<file path="config.mk">
export PLATFORM = sky130hd
export DESIGN_NAME = image_uart_dumper
export DESIGN_NICKNAME = d
export VERILOG_FILES = /design/src/rtl/image_uart_dumper.sv
export SDC_FILE = /design/constraint.sdc
export NUM_CORES = 1
export LEC_CHECK = 0
export CAP_MARGIN = 20
export CORE_MARGIN = 3
export CORE_UTILIZATION = 39
export DETAILED_ROUTE_END_ITERATION = 10
export PLACE_DENSITY = 0.66
export RECOVER_POWER = 100
export SETUP_SLACK_MARGIN = 0.3
export SYNTH_ARGS = -nofsm -noshare
export SYNTH_HDL_FRONTEND = slang
export SYNTH_SLANG_ARGS = --single-unit
</file>
<file path="constraint.sdc">
create_clock -name clk -period 1.6 [get_ports clk]
set_input_delay 0.24 -clock clk [delete_from_list [all_inputs] [get_ports clk]]
set_output_delay 0.24 -clock clk [all_outputs]
set_load 0.1 [all_outputs]
</file>
<file path="src/rtl/image_uart_dumper.sv">
// Purpose : streams data memory bytes 0..DEPTH-1 out on a UART TX line as 8N1, LSB first, after a start pulse.
// Latency : first start bit appears 3 cycles after start is sampled; each byte takes 10*CLKS_PER_BIT+2 cycles.
// Backpres: none; start is ignored while a dump is in progress, and the memory read port is always ready.
// Ports   : clk/rst (sync, active-high) | start (dump request pulse) | mem_addr/mem_rdata (sync-read memory,
//           data valid one cycle after address) | tx (serial out, idles high) | busy (dump running) | done (end pulse)
module image_uart_dumper #(
  parameter int DEPTH        = 16384,
  parameter int ADDR_W       = 14,
  parameter int CLKS_PER_BIT = 868
) (
  input  logic              clk,
  input  logic              rst,
  input  logic              start,
  output logic [ADDR_W-1:0] mem_addr,
  input  logic [7:0]        mem_rdata,
  output logic              tx,
  output logic              busy,
  output logic              done
);

  // Baud counter keeps at least one bit so CLKS_PER_BIT=1 still elaborates;
  // in that case the counter sits at 0 and every cycle is terminal.
  localparam int                BAUD_W    = (CLKS_PER_BIT > 1) ? $clog2(CLKS_PER_BIT) : 1;
  localparam logic [BAUD_W-1:0] BAUD_LAST = BAUD_W'(CLKS_PER_BIT - 1);
  localparam logic [ADDR_W-1:0] ADDR_LAST = ADDR_W'(DEPTH - 1);

  typedef enum logic [2:0] {
    S_IDLE,
    S_FETCH,
    S_WAIT,
    S_START,
    S_DATA,
    S_STOP
  } state_t;

  state_t            r_state, w_state_next;
  logic [ADDR_W-1:0] r_addr,  w_addr_next;
  logic [7:0]        r_shift, w_shift_next;
  logic [2:0]        r_bit,   w_bit_next;
  logic [BAUD_W-1:0] r_baud,  w_baud_next;
  logic              r_tx,    w_tx_next;
  logic              r_done,  w_done_next;
  logic              w_baud_last;

  assign w_baud_last = (r_baud == BAUD_LAST);

  always_comb begin
    w_state_next = r_state;
    w_addr_next  = r_addr;
    w_shift_next = r_shift;
    w_bit_next   = r_bit;
    w_baud_next  = r_baud;
    w_done_next  = 1'b0;
    w_tx_next    = 1'b1;

    case (r_state)
      S_IDLE: begin
        if (start) begin
          w_state_next = S_FETCH;
          w_addr_next  = '0;
        end
      end

      // Address is already on mem_addr; read data shows up during WAIT.
      S_FETCH: begin
        w_state_next = S_WAIT;
      end

      S_WAIT: begin
        w_shift_next = mem_rdata;
        w_bit_next   = '0;
        w_baud_next  = '0;
        w_state_next = S_START;
      end

      S_START: begin
        if (w_baud_last) begin
          w_baud_next  = '0;
          w_state_next = S_DATA;
        end else begin
          w_baud_next = r_baud + 1'b1;
        end
      end

      S_DATA: begin
        if (w_baud_last) begin
          w_baud_next  = '0;
          w_shift_next = {1'b0, r_shift[7:1]};
          if (r_bit == 3'd7) begin
            w_bit_next   = '0;
            w_state_next = S_STOP;
          end else begin
            w_bit_next = r_bit + 1'b1;
          end
        end else begin
          w_baud_next = r_baud + 1'b1;
        end
      end

      S_STOP: begin
        if (w_baud_last) begin
          w_baud_next = '0;
          // Last byte: stop without incrementing, so the address never
          // passes DEPTH-1 even when DEPTH fills the whole address space.
          if (r_addr == ADDR_LAST) begin
            w_done_next  = 1'b1;
            w_addr_next  = '0;
            w_state_next = S_IDLE;
          end else begin
            w_addr_next  = r_addr + 1'b1;
            w_state_next = S_FETCH;
          end
        end else begin
          w_baud_next = r_baud + 1'b1;
        end
      end

      default: begin
        w_state_next = S_IDLE;
      end
    endcase

    // tx is registered from the next state so the line changes exactly on
    // state boundaries and never glitches.
    case (w_state_next)
      S_START: w_tx_next = 1'b0;
      S_DATA:  w_tx_next = w_shift_next[0];
      default: w_tx_next = 1'b1;
    endcase
  end

  always_ff @(posedge clk) begin
    if (rst) begin
      r_state <= S_IDLE;
      r_addr  <= '0;
      r_shift <= '0;
      r_bit   <= '0;
      r_baud  <= '0;
      r_tx    <= 1'b1;
      r_done  <= 1'b0;
    end else begin
      r_state <= w_state_next;
      r_addr  <= w_addr_next;
      r_shift <= w_shift_next;
      r_bit   <= w_bit_next;
      r_baud  <= w_baud_next;
      r_tx    <= w_tx_next;
      r_done  <= w_done_next;
    end
  end

  assign mem_addr = r_addr;
  assign tx       = r_tx;
  assign busy     = (r_state != S_IDLE);
  assign done     = r_done;

endmodule

</file>
==> results of run 1 <==
==> power breakdown <==
part,switching [mW],internal [mW],leakage [nW]
Combinational,0.226,0.198,0.924
Clock,0.381,0.471,0.0591
Sequential,0.0281,1.00,0.339
Total,0.636,1.67,1.32
==> flip-flops by register name, indices dropped and copies added (netlist names) <==
signal	flops
done	1
mem_addr	14
r_baud	10
r_bit	3
r_shift	8
r_state	3
tx	1
==> per-layer routing <==
layer,up-vias,track usage [%],wire length [µm]
met5,-,0,0
met3,15,3.60,226
met4,0,7.47,120
met2,47,31.4,2870
li1,974,-,-
met1,943,23.7,2620
==> repair_timing <==
item | 4_1_cts | 5_1_grt
pin swaps | 19 | 18
gates cloned | 1 | 0
buffers inserted | 11 | 4
setup endpoints to repair | 41 | 41
gates resized for setup | 37 | 20
==> worst register-to-register path, delay by kind of cell, from the launching register on <==
family,cells,cell delay (ns)
buffers and inverters,1,0.19
AO/OA/AOI/OAI,3,0.46
flip-flops,1,0.38
AND/OR/NAND/NOR,2,0.49
adder cells (fa/ha/maj),1,0.17
==> cells by family after synthesis <==
family / after synthesis
adders and majority gates: 4
DFF: 40
and+or+nand+nor: 94
buffers and inverters: 14
xor gates and xnor gates: 16
AOI/OAI and AO/OA: 49
muxes: 1
==> through the flow <==
stage          hold slack [ns]  util, %
2_1_floorplan            0.401        -
3_3_place_gp             0.447     61.9
3_5_place_dp             0.460     61.9
4_1_cts                  0.476     69.6
5_1_grt                  0.495     67.2
6_report                 0.474     67.2
==> path summary, 6_finish.rpt <==
path                  endpoint  startpoint  slack (ns)  cells after the start
setup / recovery  mem_addr[11]   r_baud[0]       -0.17                      7
setup reg to reg  mem_addr[11]   r_baud[0]       -0.17                      7
hold reg to reg     r_shift[0]  r_shift[0]        0.47                      2
hold / removal      r_shift[0]  r_shift[0]        0.47                      2
==> area by class of cell <==
type / count / area [µm²] / share of cell area [%]
flip-flops and latches: 40 / 863 / 26.5
clock buffers: 5 / 68.8 / 2.11
repair buffers: 94 / 831 / 25.5
well taps: 67 / 83.8 / 2.57
clock inverters: 3 / 45.0 / 1.38
multi-input cells: 165 / 1350 / 41.5
inverters: 4 / 15.0 / 0.461
==> cell usage after synthesis (all sizes together) <==
cell type,instances
nor3b,1
o31a,1
or2,2
o211ai,4
a211oi,2
buf,8
and3,5
inv,4
nor3,6
nand3b,2
a22oi,11
o2111ai,1
dfxtp,40
a41oi,2
nor2,32
nand4b,1
nand4,5
a211o,1
and2,5
clkbuf,2
a311oi,1
or3b,1
and4,1
a31oi,3
mux2i,1
nand3,6
o21bai,1
o21ai,5
nand2,16
a2111oi,1
ha,4
nor4b,1
o22a,1
a21bo,1
nor2b,3
nor4,4
xnor2,3
xor2,13
a21oi,14
or3,3
==> summary.txt, run 1 <==
outcome: finished, violations left
failing checks: setup timing
post-synthesis compound-gate area fraction: 17.3%
final wirelength: 5840 µm
H-Tree Depth: 2
Seq/Total Area, Yosys: 39.9%
Ant. Diodes: 0
largest net degree at the start of global routing: 16
commonest cells after routing, fill and taps aside: 45 x buf_4, 25 x nor2_1, 18 x dfxtp_1, 18 x buf_6, 14 x dfxtp_4
TritonCTS Sinks: 40
share of the synthesized area in the top cell type: 39.9%
multiplexer share of the synthesized area: 0.499%
min cycle time layout: 1.77 ns
simple-gate area share of the yosys netlist: 28.2%
total gr overflow: 0
Layout Cells excl Fill: 378
die area: 0.00604 mm²
setup TNS: -2.61 ns
Final Hold Viols: 0
Area growth, synth to finish: 62.3%
Avg Cell Area, Syn: 9.21 µm²
largest family of logic cells by synthesized area: simple AND/OR/NAND/NOR gates
Synth Cell Area: 0.00201 mm²
count of pins over their slew limit: 0
Area contributors post-synth: dfxtp_1 40%, nor2_1 5.8%, xor2_1 5.7%
Inst Count DP: 354
CP Capture Type: register
CP max-delay cell: dfxtp_2
initial antenna violation count: 0
routed len/inst: 15.4 µm
Die Ht: 77.7 µm
DR iter-0 viols: 126
Post-Synthesis Cells: 218
Final Wtd Congestion: 0.787
PortBufs: 27
maxcap violations: 0
unrepaired setup endpoints after global routing: yes
Yosys cell types: 49
period utilisation layout: 110%
Routed Antenna Nets: 0
clk_skew: 0.00638 ns
Hold/Removal Path Class: reg -> reg
startpoint types: register
TritonCTS clock tree: done
pwr dens: 709 mW/mm²
Fmax achieved: 0.566 GHz
Top Ports: 28
Worst slew margin: 63.8%
synthesized flop and latch total: 40
Fillers: 370
number of synthesis warnings: 0
Tot GR Track Use: 18.8%
worst path arrival time: 1.98 ns
Post-DP Area: 0.00300 mm²
Pwr Total: 2.31 mW
Post-Synth Adder-Cell Area: 2.49%
starting density of the core: 41.4%
Die X-Extent: 77.7 µm
Final Setup Violations: 34
Top Family by Delay on Critical Path: simple AND/OR/NAND/NOR gates
Worst Setup Slack post-DPL: -0.271 ns
share of layout cells above drive strength 1: 54.3%
setup ws final: -0.167 ns
nets@finish: 325
post-synth net total: 233
first-pass GRT wire length: 9090 µm
Setup CP Type: reg -> reg
CTS Hold Bufs: 0
area share of xor/xnor cells in the synthesized design: 6.98%
Critical Path Fanout Max: 6
CTS clock-pin slew for the worst setup and hold paths: 0.08 ns
clk_lat worst skew: 0.30 ns
DRC: 0
CORE AREA: 0.00485 mm²
VDD IR max: 0.637 mV
root buf cell: clkbuf_8
cell taking the most area after synthesis: dfxtp_1
DP Wirelength: 3670 µm
commonest non-fill, non-tap cell in the layout: buf_4
worst slew pin tran: 0.545 ns
leakage: 1.32 nW
Design Area, Final: 0.00326 mm²
worst path required time: 1.81 ns
Core Rows: 25
vias post-DR: 1979
Largest stage delay, worst path: 0.38 ns
clk buf depth: 2
Avg Vias per Cell: 5.24
CP Cell Sequence: ha_4 -> nand4b_4 -> nor4_4 -> buf_4 -> a21bo_4 -> a41oi_2 -> a311oi_1
vias in the first global route: 1955
Num CTS Buffers: 5
worst path bufs/invs: 1
Pre-antenna DRT Iters: 4
Note: power is estimated with default switching activity, not from simulation.
==> run 2, diff against run 1 <==
--- a/config.mk
+++ b/config.mk
@@ -6,12 +6,12 @@
 export NUM_CORES = 1
 export LEC_CHECK = 0
 export CAP_MARGIN = 20
-export CORE_MARGIN = 3
-export CORE_UTILIZATION = 39
+export CORE_UTILIZATION = 49
 export DETAILED_ROUTE_END_ITERATION = 10
-export PLACE_DENSITY = 0.66
+export PLACE_DENSITY = 0.8
 export RECOVER_POWER = 100
 export SETUP_SLACK_MARGIN = 0.3
+export SKIP_CTS_REPAIR_TIMING = 1
 export SYNTH_ARGS = -nofsm -noshare
 export SYNTH_HDL_FRONTEND = slang
 export SYNTH_SLANG_ARGS = --single-unit
==> summary.txt, run 2 (same netlist as run 1, synthesis figures left out) <==
Top Ports: 28
Worst Setup Slack post-DPL: -0.270 ns
Critical Path Fanout Max: 9
count of pins over their slew limit: 0
Worst slew margin: 63.7%
Pre-antenna DRT Iters: 4
Inst Count DP: 331
DRC: 0
worst path required time: 1.79 ns
min cycle time layout: 1.79 ns
Num CTS Buffers: 5
initial antenna violation count: 0
period utilisation layout: 112%
Area growth, synth to finish: 48.8%
max FFs per register: 14
leakage: 1.24 nW
VDD IR max: 0.725 mV
unrepaired setup endpoints after global routing: yes
CTS clock-pin slew for the worst setup and hold paths: 0.08 ns
worst slew pin tran: 0.546 ns
worst path arrival time: 1.97 ns
Setup CP Type: reg -> reg
final wirelength: 6130 µm
Final Hold Viols: 0
Tot GR Track Use: 23.6%
clk_lat worst skew: 0.30 ns
Final Wtd Congestion: 0.846
Hold/Removal Path Class: reg -> reg
outcome: finished, violations left
H-Tree Depth: 2
Fmax achieved: 0.559 GHz
TritonCTS clock tree: done
routed len/inst: 17.3 µm
Ant. Diodes: 0
Die Ht: 66 µm
clk buf depth: 2
CORE AREA: 0.00380 mm²
Core Rows: 22
startpoint types: register
failing checks: setup timing
vias in the first global route: 1788
clk_skew: 0.00447 ns
pwr dens: 688 mW/mm²
maxcap violations: 0
vias post-DR: 2030
Routed Antenna Nets: 0
first-pass GRT wire length: 7880 µm
DR iter-0 viols: 150
total gr overflow: 0
share of layout cells above drive strength 1: 48.9%
TritonCTS Sinks: 40
Layout Cells excl Fill: 355
DP Wirelength: 3590 µm
die area: 0.00436 mm²
commonest non-fill, non-tap cell in the layout: buf_4
root buf cell: clkbuf_8
Final Setup Violations: 32
CP Capture Type: register
PortBufs: 27
largest net degree at the start of global routing: 13
starting density of the core: 52.8%
commonest cells after routing, fill and taps aside: 57 x buf_4, 29 x nor2_1, 18 x dfxtp_1
nets@finish: 321
Die X-Extent: 66 µm
setup ws final: -0.189 ns
Avg Vias per Cell: 5.72
[run 2: power by group]
| part | internal [mW] | switching [mW] |
|---|---|---|
| Sequential | 1.01 | 0.0272 |
| Combinational | 0.162 | 0.199 |
| Clock | 0.296 | 0.365 |
[run 2: final cells by class]
class | count | area (µm²)
inverters | 4 | 15.0
clock buffers | 5 | 68.8
fillers | 229 | 813
repair buffers | 91 | 711
clock inverters | 3 | 13.8
flip-flops and latches | 40 | 856
multi-input cells | 164 | 1260
well taps | 48 | 60.1
[run 2: worst max-delay path, stage by stage, from the launching register on]
cell and delay (ns):
dfxtp_2 0.36, ha_4 0.15, nand4b_4 0.18, nor4_4 0.27, buf_4 0.16, a21bo_4 0.18
a41oi_2 0.11, a311oi_1 0.26
[run 2: stage by stage]
| step | instance area, µm² | setup TNS, ns | hold slack [ns] | power [mW] | utilization [%] |
|---|---|---|---|---|---|
| after floorplan | 2140 | -0.665 | 0.401 | 1.26 | - |
| after global placement | 2920 | -2.02 | 0.452 | 1.38 | 76.9 |
| after detailed placement | 2920 | -3.14 | 0.455 | 1.39 | 76.9 |
| after CTS | 3000 | -2.24 | 0.466 | 2.02 | 79.1 |
| after global routing | 2990 | -5.24 | 0.504 | 2.13 | 78.6 |
| final | 2990 | -2.62 | 0.470 | 2.05 | 78.6 |
[run 2: worst paths after layout]
kind | from | end | slack (ns) | depth (start not counted)
worst min register to register | r_shift[6] | r_shift[6] | 0.47 | 2
worst max-delay path | r_baud[1] | mem_addr[11] | -0.19 | 7
worst min-delay path | r_shift[6] | r_shift[6] | 0.47 | 2
worst max register to register | r_baud[1] | mem_addr[11] | -0.19 | 7
[run 2: routing by layer]
| layer | up-vias | GRT usage (%) | share of wire, % |
|---|---|---|---|
| met1 | 991 | 29.6 | 42 |
| met2 | 60 | 39.7 | 50 |
| met3 | 21 | 4.83 | 4.5 |
| li1 | 958 | - | - |
| met4 | 0 | 8.51 | 3.1 |
| met5 | - | 0 | 0 |
==> run 3, diff against run 2 <==
--- a/config.mk
+++ b/config.mk
@@ -15,3 +15,4 @@
 export SYNTH_ARGS = -nofsm -noshare
 export SYNTH_HDL_FRONTEND = slang
 export SYNTH_SLANG_ARGS = --single-unit
+export TNS_END_PERCENT = 30
==> summary.txt, run 3 (same netlist as run 1, synthesis figures left out) <==
outcome: finished, violations left
failing checks: setup timing
final wirelength: 6270 µm
Final Wtd Congestion: 0.845
DR iter-0 viols: 176
Critical Path Fanout Max: 6
Avg Vias per Cell: 5.82
Area growth, synth to finish: 48.1%
Final Hold Viols: 0
Hold Path Origin: r_shift[5]
Worst Hold Path EP: r_shift[5]
startpoint types: register
worst path arrival time: 2.12 ns
TritonCTS clock tree: done
Final Setup Violations: 37
Largest stage delay, worst path: 0.36 ns
Fmax achieved: 0.533 GHz
DRC: 0
Crit path top cell by count: buf_6
Worst Setup Slack post-DPL: -0.357 ns
initial antenna violation count: 0
worst slew pin tran: 0.552 ns
Worst Hold Depth: 2
PortBufs: 27
logic gate share of total power: 17.7%
Reg area: 855 µm²
Worst slew margin: 63.3%
Worst Reg-to-Reg Cells: 9
CP Capture Type: register
CP Cell Sequence: ha_4 -> nand4b_4 -> buf_6 -> nor4_4 -> buf_6 -> buf_4 -> o211ai_1 -> xor2_1 -> nor2_1
CORE AREA: 0.00380 mm²
TritonCTS Sinks: 40
Setup CP Type: reg -> reg
Core Rows: 22
die area: 0.00436 mm²
P_sw: 0.610 mW
Hold/Removal Path Class: reg -> reg
CTS clock-pin slew for the worst setup and hold paths: 0.08 ns
period utilisation layout: 117%
clock power share: 34.0%
CP max-delay cell: dfxtp_2
reg-to-reg slack, setup: -0.28 ns
unrepaired setup endpoints after global routing: yes
starting density of the core: 52.8%
DP Wirelength: 3650 µm
commonest cells after routing, fill and taps aside: 45 x buf_4, 29 x nor2_1, 21 x dfxtp_1
largest net degree at the start of global routing: 14
setup TNS: -4.88 ns
pwr dens: 717 mW/mm²
share of layout cells above drive strength 1: 46.6%
Die X-Extent: 66 µm
Seq pwr share: 48.3%
Top Ports: 28
Routed Antenna Nets: 0
R2R Path End: mem_addr[6]
area used by multi-input combinational logic: 0.00129 mm²
switching share of total power: 28.6%
Num CTS Buffers: 5
worst r2r src: r_baud[1]
clk_skew: 0.00592 ns
nets@finish: 312
root buf cell: clkbuf_8
Fillers: 226
leakage: 1.20 nW
routed len/inst: 18.1 µm
worst path required time: 1.84 ns
VDD IR max: 0.657 mV
total gr overflow: 0
Internal: 1.52 mW
Pwr Total: 2.13 mW
commonest non-fill, non-tap cell in the layout: buf_4
first-pass GRT wire length: 8160 µm
setup ws final: -0.278 ns
Die Ht: 66 µm
Pre-antenna DRT Iters: 4
H-Tree Depth: 2
Ant. Diodes: 0
vias post-DR: 2012
max FFs per register: 14
clk_lat worst skew: 0.31 ns
maxcap violations: 0
min cycle time layout: 1.88 ns
vias in the first global route: 1826
Tot GR Track Use: 25.1%
clk buf depth: 2
count of pins over their slew limit: 0
-- run 3: power groups by stage --
stage	Combinational [mW]	Clock (mW)	Sequential, mW
after global placement	0.335	0	1.05
after global routing	0.400	0.758	1.03
after detailed placement	0.344	0	1.05
after CTS	0.345	0.714	1.02
final	0.378	0.724	1.03
after floorplan	0.164	0	1.08
-- run 3: worst max path at each step --
stage | slack [ns] | startpoint | depth (start not counted) | end
CTS | -0.28 | r_baud[4] | 5 | mem_addr[11]
finish | -0.28 | r_baud[1] | 9 | mem_addr[6]
detailed placement | -0.36 | start | 6 | mem_addr[11]
global route | -0.36 | r_baud[1] | 9 | mem_addr[6]
global placement | -0.22 | start | 6 | mem_addr[7]
floorplan | -0.11 | mem_addr[2] | 5 | tx
-- run 3: stage by stage --
step	instance area [µm²]	hold WS, ns	cells	utilization [%]
finish	2970	0.465	346	78.3
global route	2970	0.494	346	78.3
detailed placement	2870	0.451	328	75.7
global placement	2870	0.445	328	75.7
CTS	2960	0.464	336	78.0
floorplan	2090	0.401	218	-
-- run 3: worst max-delay path: cells and delay by family (launching register included) --
kind                     cells  cell delay (ns)
AO/OA/AOI/OAI                1             0.09
XOR/XNOR                     1             0.16
adder cells (fa/ha/maj)      1             0.16
buffers and inverters        3             0.44
flip-flops                   1             0.36
AND/OR/NAND/NOR              3             0.61
-- run 3: layer usage --
| layer | track usage [%] | share of wire [%] |
|---|---|---|
| met1 | 29.1 | 38 |
| met2 | 42.6 | 53 |
| met3 | 5.86 | 5.6 |
| met4 | 13.3 | 3.6 |
| met5 | 0 | 0 |
-- run 3: final cells by class --
cell class / count / area share, %
inverter: 4 / 0.505
timing repair buffer: 81 / 22.2
clock buffer: 8 / 3.03
sequential: 40 / 28.7
multi-input combinational: 165 / 43.5
tap: 48 / 2.02
